## config.mk

```make
export PLATFORM = sky130hd
export DESIGN_NAME = bsg_wormhole_router_adapter_tx
export DESIGN_NICKNAME = d
export VERILOG_FILES = /design/src/rtl/bsg_wormhole_router_adapter_tx_pkg.sv /design/src/rtl/bsg_wormhole_flit_shifter.sv /design/src/rtl/bsg_wormhole_router_adapter_tx.sv
export SDC_FILE = /design/constraint.sdc
export NUM_CORES = 1
export LEC_CHECK = 0
export CELL_PAD_IN_SITES_DETAIL_PLACEMENT = 2
export CELL_PAD_IN_SITES_GLOBAL_PLACEMENT = 2
export CORE_ASPECT_RATIO = 0.5
export CORE_MARGIN = 4
export CORE_UTILIZATION = 32
export CTS_CLUSTER_SIZE = 10
export DETAILED_ROUTE_END_ITERATION = 6
export PLACE_DENSITY = 0.94
export SLEW_MARGIN = 0
export SYNTH_ARGS = -nofsm -noshare
export SYNTH_HDL_FRONTEND = slang
export SYNTH_SLANG_ARGS = --single-unit
```

## constraint.sdc

```tcl
create_clock -name clk_i -period 23.3 [get_ports clk_i]
set_input_delay 5.825 -clock clk_i [delete_from_list [all_inputs] [get_ports clk_i]]
set_output_delay 5.825 -clock clk_i [all_outputs]
set_load 0.03 [all_outputs]
```

## src/rtl/bsg_wormhole_router_adapter_tx_pkg.sv

```systemverilog
// Shared types and sizing for the wormhole transmit adapter: header/packet layout
// (cord in the LSBs, then len, then payload) and flit-count helpers.
package bsg_wormhole_router_adapter_tx_pkg;

  localparam int max_payload_width_p = 64;
  localparam int len_width_p         = 4;
  localparam int cord_width_p        = 5;
  localparam int flit_width_p        = 32;

  localparam int pkt_w_lp     = cord_width_p + len_width_p + max_payload_width_p;
  localparam int max_flits_lp = (pkt_w_lp + flit_width_p - 1) / flit_width_p;
  localparam int cnt_w_lp     = (max_flits_lp > 1) ? $clog2(max_flits_lp) : 1;
  localparam int pad_w_lp     = max_flits_lp * flit_width_p;

  typedef struct packed {
    logic [len_width_p-1:0]  len;
    logic [cord_width_p-1:0] cord;
  } wh_hdr_s;

  typedef struct packed {
    logic [max_payload_width_p-1:0] payload;
    wh_hdr_s                        hdr;
  } wh_pkt_s;

  typedef enum logic [0:0] {
    ST_IDLE = 1'b0,
    ST_SEND = 1'b1
  } tx_state_e;

  // A len that asks for more flits than the packet can ever need.
  function automatic logic len_ovf_f(input logic [len_width_p-1:0] len);
    return (len > len_width_p'(max_flits_lp - 1));
  endfunction

  // Index of the final flit: len, saturated at the widest possible packet.
  function automatic logic [cnt_w_lp-1:0] last_idx_f(input logic [len_width_p-1:0] len);
    logic [cnt_w_lp-1:0] idx;
    if (len_ovf_f(len)) begin
      idx = cnt_w_lp'(max_flits_lp - 1);
    end else begin
      idx = len[cnt_w_lp-1:0];
    end
    return idx;
  endfunction

endpackage

```

## src/rtl/bsg_wormhole_flit_shifter.sv

```systemverilog
// Holds one zero-padded packet and steps through it a flit at a time; reports when
// the current flit is the last one the header's len asks for.
module bsg_wormhole_flit_shifter
  import bsg_wormhole_router_adapter_tx_pkg::*;
(
  input  logic                    clk_i,
  input  logic                    reset_n_i,
  input  logic                    load_i,
  input  logic                    adv_i,
  input  wh_pkt_s                 pkt_i,
  output logic [flit_width_p-1:0] flit_o,
  output logic                    last_o
);

  logic [max_flits_lp-1:0][flit_width_p-1:0] pad_q, pad_d;
  logic [cnt_w_lp-1:0] count_q, count_d;
  logic [cnt_w_lp-1:0] last_idx_q, last_idx_d;

  // Next-state for the packet store and the flit cursor.
  always_comb begin
    pad_d      = pad_q;
    last_idx_d = last_idx_q;
    count_d    = count_q;
    if (load_i) begin
      pad_d      = {{(pad_w_lp - pkt_w_lp){1'b0}}, pkt_i};
      last_idx_d = last_idx_f(pkt_i.hdr.len);
      count_d    = '0;
    end else if (adv_i) begin
      count_d = count_q + cnt_w_lp'(1);
    end else begin
      count_d = count_q;
    end
  end

  // Packet data and last index carry no reset; they are only read after a load.
  always_ff @(posedge clk_i) begin
    pad_q      <= pad_d;
    last_idx_q <= last_idx_d;
  end

  // Flit cursor.
  always_ff @(posedge clk_i) begin
    if (!reset_n_i) begin
      count_q <= '0;
    end else begin
      count_q <= count_d;
    end
  end

  assign flit_o = pad_q[count_q];
  assign last_o = (count_q == last_idx_q);

endmodule

```

## src/rtl/bsg_wormhole_router_adapter_tx.sv

```systemverilog
// Wormhole transmit adapter: accepts whole packets and streams them as flits, with
// pass-through acceptance of the next packet on the last flit so links stay full.
module bsg_wormhole_router_adapter_tx
  import bsg_wormhole_router_adapter_tx_pkg::*;
(
  input  logic                    clk_i,
  input  logic                    reset_n_i,
  input  logic [pkt_w_lp-1:0]     packet_i,
  input  logic                    packet_v_i,
  output logic                    packet_ready_and_o,
  output logic [flit_width_p-1:0] link_data_o,
  output logic                    link_v_o,
  input  logic                    link_ready_and_i,
  output logic                    len_err_o
);

  tx_state_e state_q, state_d;
  logic      err_q, err_d;
  logic      ready_s, done_s, adv_s, accept_s, last_s;
  wh_pkt_s   pkt_s;

  assign pkt_s = packet_i;

  // Handshake decode and next state; a packet taken on the last flit keeps us in SEND.
  always_comb begin
    ready_s = 1'b0;
    done_s  = 1'b0;
    adv_s   = 1'b0;
    case (state_q)
      ST_IDLE: begin
        ready_s = 1'b1;
      end
      ST_SEND: begin
        done_s  = link_ready_and_i & last_s;
        adv_s   = link_ready_and_i & ~last_s;
        ready_s = done_s;
      end
      default: begin
        ready_s = 1'b0;
      end
    endcase

    accept_s = reset_n_i & ready_s & packet_v_i;
    err_d    = err_q | (accept_s & len_ovf_f(pkt_s.hdr.len));

    if (accept_s) begin
      state_d = ST_SEND;
    end else if (done_s) begin
      state_d = ST_IDLE;
    end else begin
      state_d = state_q;
    end
  end

  // State and sticky length-error flag.
  always_ff @(posedge clk_i) begin
    if (!reset_n_i) begin
      state_q <= ST_IDLE;
      err_q   <= 1'b0;
    end else begin
      state_q <= state_d;
      err_q   <= err_d;
    end
  end

  bsg_wormhole_flit_shifter u_shifter (
    .clk_i     (clk_i),
    .reset_n_i (reset_n_i),
    .load_i    (accept_s),
    .adv_i     (adv_s),
    .pkt_i     (pkt_s),
    .flit_o    (link_data_o),
    .last_o    (last_s)
  );

  assign packet_ready_and_o = ready_s & reset_n_i;
  assign link_v_o           = (state_q == ST_SEND);
  assign len_err_o          = err_q;

endmodule

```

# After elaboration in Yosys (flattened, before gate mapping)

Index checks and enable logic that the tools add are counted.

$add $sub $neg: 1
Reductions and logical operators: 2
Order comparisons: 2
Equal/unequal tests: 1
Bitwise operators: 9
Muxes and demuxes: 7

Operator list:

| kind                                                        | count |
|---|---|
| binary-select mux 32 bit (select 2 bit)                     | 1 |
| two-way mux 32 bit                                          | 1 |
| bitwise AND 1 bit                                           | 5 |
| > comparator 4 x 2 -> 1 bit (second input constant)         | 1 |
| two-way mux 1 bit                                           | 4 |
| less-than comparator 2 x 3 -> 1 bit (second input constant) | 1 |
| NOT 1 bit                                                   | 3 |
| adder 2 x 1 -> 2 bit (second input constant)                | 1 |
| equality test 2 bit                                         | 1 |
| one-hot mux 1 bit (2 select lines)                          | 1 |
| nonzero test 2 bit                                          | 1 |
| OR reduction 2 bit                                          | 1 |
| bitwise OR 1 bit                                            | 1 |

Input bits: 77
Register bits after elaboration: 79
Word-level logic and storage cells: 29
Output and inout bits: 35

# Logic depth before layout (Yosys ltp)

Depth after elaboration: 7
Gate-level depth with buffers: 5
Depth with buffers taken out: 3

# Cells and area by module

A second synthesis with hierarchy kept.

Cells, all modules: 175
Area, all modules: 3052.9 µm²

By module, submodules not included:

| module                         | area an instance (µm²) | cells each | instances | seq. area each (µm²) |
|---|---|---|---|---|
| bsg_wormhole_flit_shifter      | 2935.3                 | 163        | 1         | 2292.2 |
| bsg_wormhole_router_adapter_tx | 117.6                  | 12         | 1         | 40.0 |

# Worst setup path after synthesis

OpenSTA, ideal clock, no wires.

Kind: in2out
Start point: input port link_ready_and_i
End point: output port packet_ready_and_o
Cell stages on the path: 2
Setup slack: 11.135 ns
Data required time: 17.475 ns
Buffers on the path: 0
Arrival time: 6.340 ns
Path through: a31oi_2 > nor2_1

Word-level cells in the longest chain between the ends: 3

RTL lines:

| item                               | RTL line                             | source |
|---|---|---|
| from (decl)                        | bsg_wormhole_router_adapter_tx.sv:13 | `input logic link_ready_and_i,` |
| bitwise AND 1 bit                  | bsg_wormhole_router_adapter_tx.sv:34 | `done_s = link_ready_and_i & last_s;` |
| one-hot mux 1 bit (2 select lines) | bsg_wormhole_router_adapter_tx.sv:29 | `case (state_q)` |
| bitwise AND 1 bit                  | bsg_wormhole_router_adapter_tx.sv:76 | `assign packet_ready_and_o = ready_s & reset_n_i;` |
| to (decl)                          | bsg_wormhole_router_adapter_tx.sv:10 | `output logic packet_ready_and_o,` |

Every way passes these cells.

# Final worst setup path

Same ends and word-level chain as after synthesis.

==> results.md <==
- The flow ran to the end, and the final reports show no timing, DRC or antenna violations.
- The number of sinks driven by the clock tree is 79.
- The mean instance size in the synthesized netlist is 16.0 um2.
- The required time at the worst-slack endpoint is 17.48 ns.
- The pin slew with the least headroom to its limit is 1.15 ns.
- The layout cell share with drive strength beyond 1 is 6.09%.
- The signal on the critical path passes through clkdlybuf4s50_1, a31oi_2, nor2_1, clkdlybuf4s50_1.
- The switching power of the nets is 0.0791 mW.
- The critical path is of the in2out type.
- The power per unit of standard cell area is 74.3 nW/um2.
- The internal portion of total power is 0.262 mW.
- The smallest clock period supported by the final layout is computed as 13.24 ns.
- Among cell families on the critical path, the largest total delay comes from buffers and inverters.
- The core region is 9040 um2.
- In this run, post-CTS hold repair placed 0 buffers.
- Once the floorplan was initialized, standard cells occupied 34.1% of the core.
- The Yosys step of the flow raised 0 warnings.
- The synthesized design contains 75 enable-type register cells.
- The total routing resource utilization after global routing is 18.1%.
- The highest clock rate is 75.5 MHz.
- The flop and latch count out of synthesis is 79.
- The floorplan step defined a die boundary enclosing 11,400 um2.
- The final-report max-slew violation count is 0.
- The flip-flop cell with the highest count after synthesis is edfxtp_1.
- The area share of and/or/nand/nor cells after synthesis is 6.70%.
- The vias per cell is 4.72.
- After Yosys synthesis, full adders, half adders and majority gates account for 0% of the synthesized area.
- Routability-driven placement finished with a final weighted congestion of 0.861.
- In this run the worst hold path is classified as reg2reg.
- The number of global-route vias before repair is 2,485.
- From bottom edge to top edge, the die measures 77.4 um.
- The mux cell area share after synthesis is 10.4%.
- The fraction of synthesized cell area in xor and xnor cells is 0.812%.
- The part of the power in combinational logic is 12.8%.
- Sequential elements use 75.7% of the synthesized area.
- After synthesis the cells add up to 3080 um2.
- The number of search-and-repair iterations in the first detailed-routing pass is 4.
- The peak supply drop is 36.1 uV.
- The clock network is responsible for 38.4% of the overall power.
- In this run the count of I/O pins placed on the die edge is 112.
- After detailed routing, the number of remaining DRC violations is 0.
- The violation count after the first detailed-routing iteration is 96.
- The number of antenna violations at the first check in global routing was 0.
- The final design utilization is 50.9%.
- The longest individual stage delay on the worst path is 0.69 ns.
- The most frequent cell on the critical path is clkdlybuf4s50_1.
- The clock root buffer is clkbuf_16.
- The floorplan has 24 rows.
- Entering global routing, the biggest net connects 50 pins.
- Of all nets on the critical path, the largest fanout is 5.
- The count of nets left with antenna violations once routing finished came out at 0.
- The cell type of the slowest stage on the worst timing path is clkdlybuf4s50_1.
- The longest clock path from root to sink contains 2 buffers.
- Clock tree synthesis inserted a total of 9 buffers.
- After layout, the worst path uses 56.8% of the clock period.
- The HPWL reported at the end of detailed placement is 6730 um.
- The vias after detailed routing is 2,086.
- The repair_antennas step left the layout with diodes totalling 0.
- The count of placed standard cells including taps is 427.
- The synthesized netlist cell count is 192.
- The post-route non-filler standard cell count is 442.
- The buffer count from post-CTS setup fixing is 0.
- The clock tree from TritonCTS is done.
- Buffers placed on the I/O ports in this run total 111.
- Setup repair after global routing left no endpoint under its margin.
- The leakage component of the power is 1.56 nW.
- For this run the aggregate overflow at the end of global routing stands at 0.
- Synthesis instantiated 31 different standard cells from the library.
- Of all flip-flops after synthesis, the portion carrying an async set or reset was 0%.
- The main combinational cell family by area after synthesis is multiplexers.
- The number of setup violations in the final report is 0.
- The die width is 147 um.
- Net switching is 23.2% of the power.
- The count of max-cap constraint violations is 0.
- The arrival time at the worst endpoint is 7.42 ns.
- The net count after synthesis is 269.
- From synthesis to final layout, the design area changed by 49.2%.
- The global-route wire length before repair is 15,300 um.
- Measured against its own limit, the worst slew margin works out to 23.6%.
- The routed wire length per instance is 22.9 um.
- The final hold violation count is 0.
- The buffers plus inverters on the worst setup path is 2.
- After clock tree synthesis, the clock-pin slew on the worst setup and hold paths is 0.06 ns.
- The net count of the finished layout is 385.
- Once the clock tree was built, the resizer swapped 0 gates to a different size.
- The worst-skew pair later-pin latency is 0.33 ns.
- The overall routed net length is 10,100 um.
- The compound-cell area share of the yosys netlist is 4.10%.
- The post-layout total power is 0.341 mW.
- The total number of H-tree levels is 3.
- The sequential share of power is 48.7%.
- The largest clock skew in the final design is 0.0123 ns.
- The critical path capture point type is an output port.
- For the final routed database, the setup TNS stands at 0 ns.
- STA classifies the critical path startpoint as an input pin.
-- cell type report --
| cell class | instances | area [um2] |
|---|---|---|
| fill | 854 | 4440 |
| sequential | 79 | 2330 |
| timing repair buffer | 114 | 1130 |
| multi-input combinational | 100 | 683 |
| clock buffer | 14 | 264 |
| tap | 130 | 163 |
| inverter | 4 | 15.0 |
| clock inverter | 1 | 5.00 |
-- power by group through the flow --
stage          sequential, mW  combinational (mW)  clock [mW]
2_1_floorplan           0.168              0.0187           0
3_3_place_gp            0.168              0.0413           0
3_5_place_dp            0.169              0.0435           0
4_1_cts                 0.166              0.0444       0.135
5_1_grt                 0.167              0.0464       0.141
6_report                0.166              0.0438       0.131
-- per-stage QoR --
stage                     setup slack [ns]  instance area (um2)  hold WS (ns)
after global placement               10.18                 4330         0.523
after detailed placement             10.12                 4330         0.589
final                                10.06                 4600         0.587
after CTS                            10.06                 4600         0.602
after floorplan                      11.13                 3080         0.639
after global routing                  10.0                 4600         0.618
-- worst paths after layout --
path	startpoint	end	slack, ns	depth (start not counted)
worst min-delay path	len_err_o	len_err_o	0.59	2
worst max-delay path	link_ready_and_i	packet_ready_and_o	10.06	4
worst max register to register	u_shifter.count_q[0]	u_shifter.pad_q[39]	20.44	4
worst min register to register	len_err_o	len_err_o	0.59	2
-- worst min-delay path, stage by stage (launching register included) --
cell and delay (ns):
dfxtp_1 0.34, a31oi_1 0.06, a21oi_1 0.15
-- cells in the final DEF (no fill, tap or decap), drive strengths merged --
cell type	Yosys	routed
or2b	1	1
nand2	12	12
or3	1	1
a2111o	1	1
inv	4	4
nand4b	1	1
and3	1	1
clkbuf	3	14
buf	6	3
clkinv	0	1
nor2b	2	2
edfxtp	75	75
mux2i	32	32
o21a	1	1
dfxtp	4	4
a211o	1	1
a21o	1	1
a31oi	4	4
nor2	25	25
xnor2	2	2
a21oi	1	1
nand4	1	1
clkdlybuf4s50	0	111
o21ai	9	9
nand3	1	1
and4b	1	1
nor3	1	1
o211a	1	1
-- Yosys cell counts, types with 2 or more instances --
| master | number | area, um2 |
|---|---|---|
| o21ai_1 | 7 | 35.0 |
| nor2b_1 | 2 | 12.5 |
| a31oi_1 | 3 | 18.8 |
| clkbuf_1 | 3 | 11.3 |
| inv_1 | 4 | 15.0 |
| nor2_1 | 25 | 93.8 |
| mux2i_1 | 32 | 320 |
| buf_4 | 3 | 22.5 |
| o21ai_0 | 2 | 10.0 |
| buf_2 | 2 | 10.0 |
| nand2_1 | 12 | 45.0 |
| edfxtp_1 | 75 | 2250 |
| dfxtp_1 | 4 | 80.1 |
-- kinds of logic (layout without fill, tap and decap cells) --
| group | after synthesis | after routing |
|---|---|---|
| flip-flops | 79 | 79 |
| AND/OR/NAND/NOR | 47 | 47 |
| multiplexers | 32 | 32 |
| AO/OA/AOI/OAI | 19 | 19 |
| buffers and inverters | 13 | 133 |
| XOR/XNOR | 2 | 2 |
-- state kept, by name (all words and copies together) (netlist names) --
register	flops
u_shifter.last_idx_q	2
len_err_o	1
u_shifter.pad_q	73
u_shifter.count_q	2
link_v_o	1
-- metal layers --
layer	vias to the layer above	wire, um	global-route usage, %
met3	20	266	3.96
li1	944	-	-
met4	0	234	7.04
met5	-	0	0
met2	38	5620	33.9
met1	1084	3980	20.3
Power figures use the tool's default switching activity.
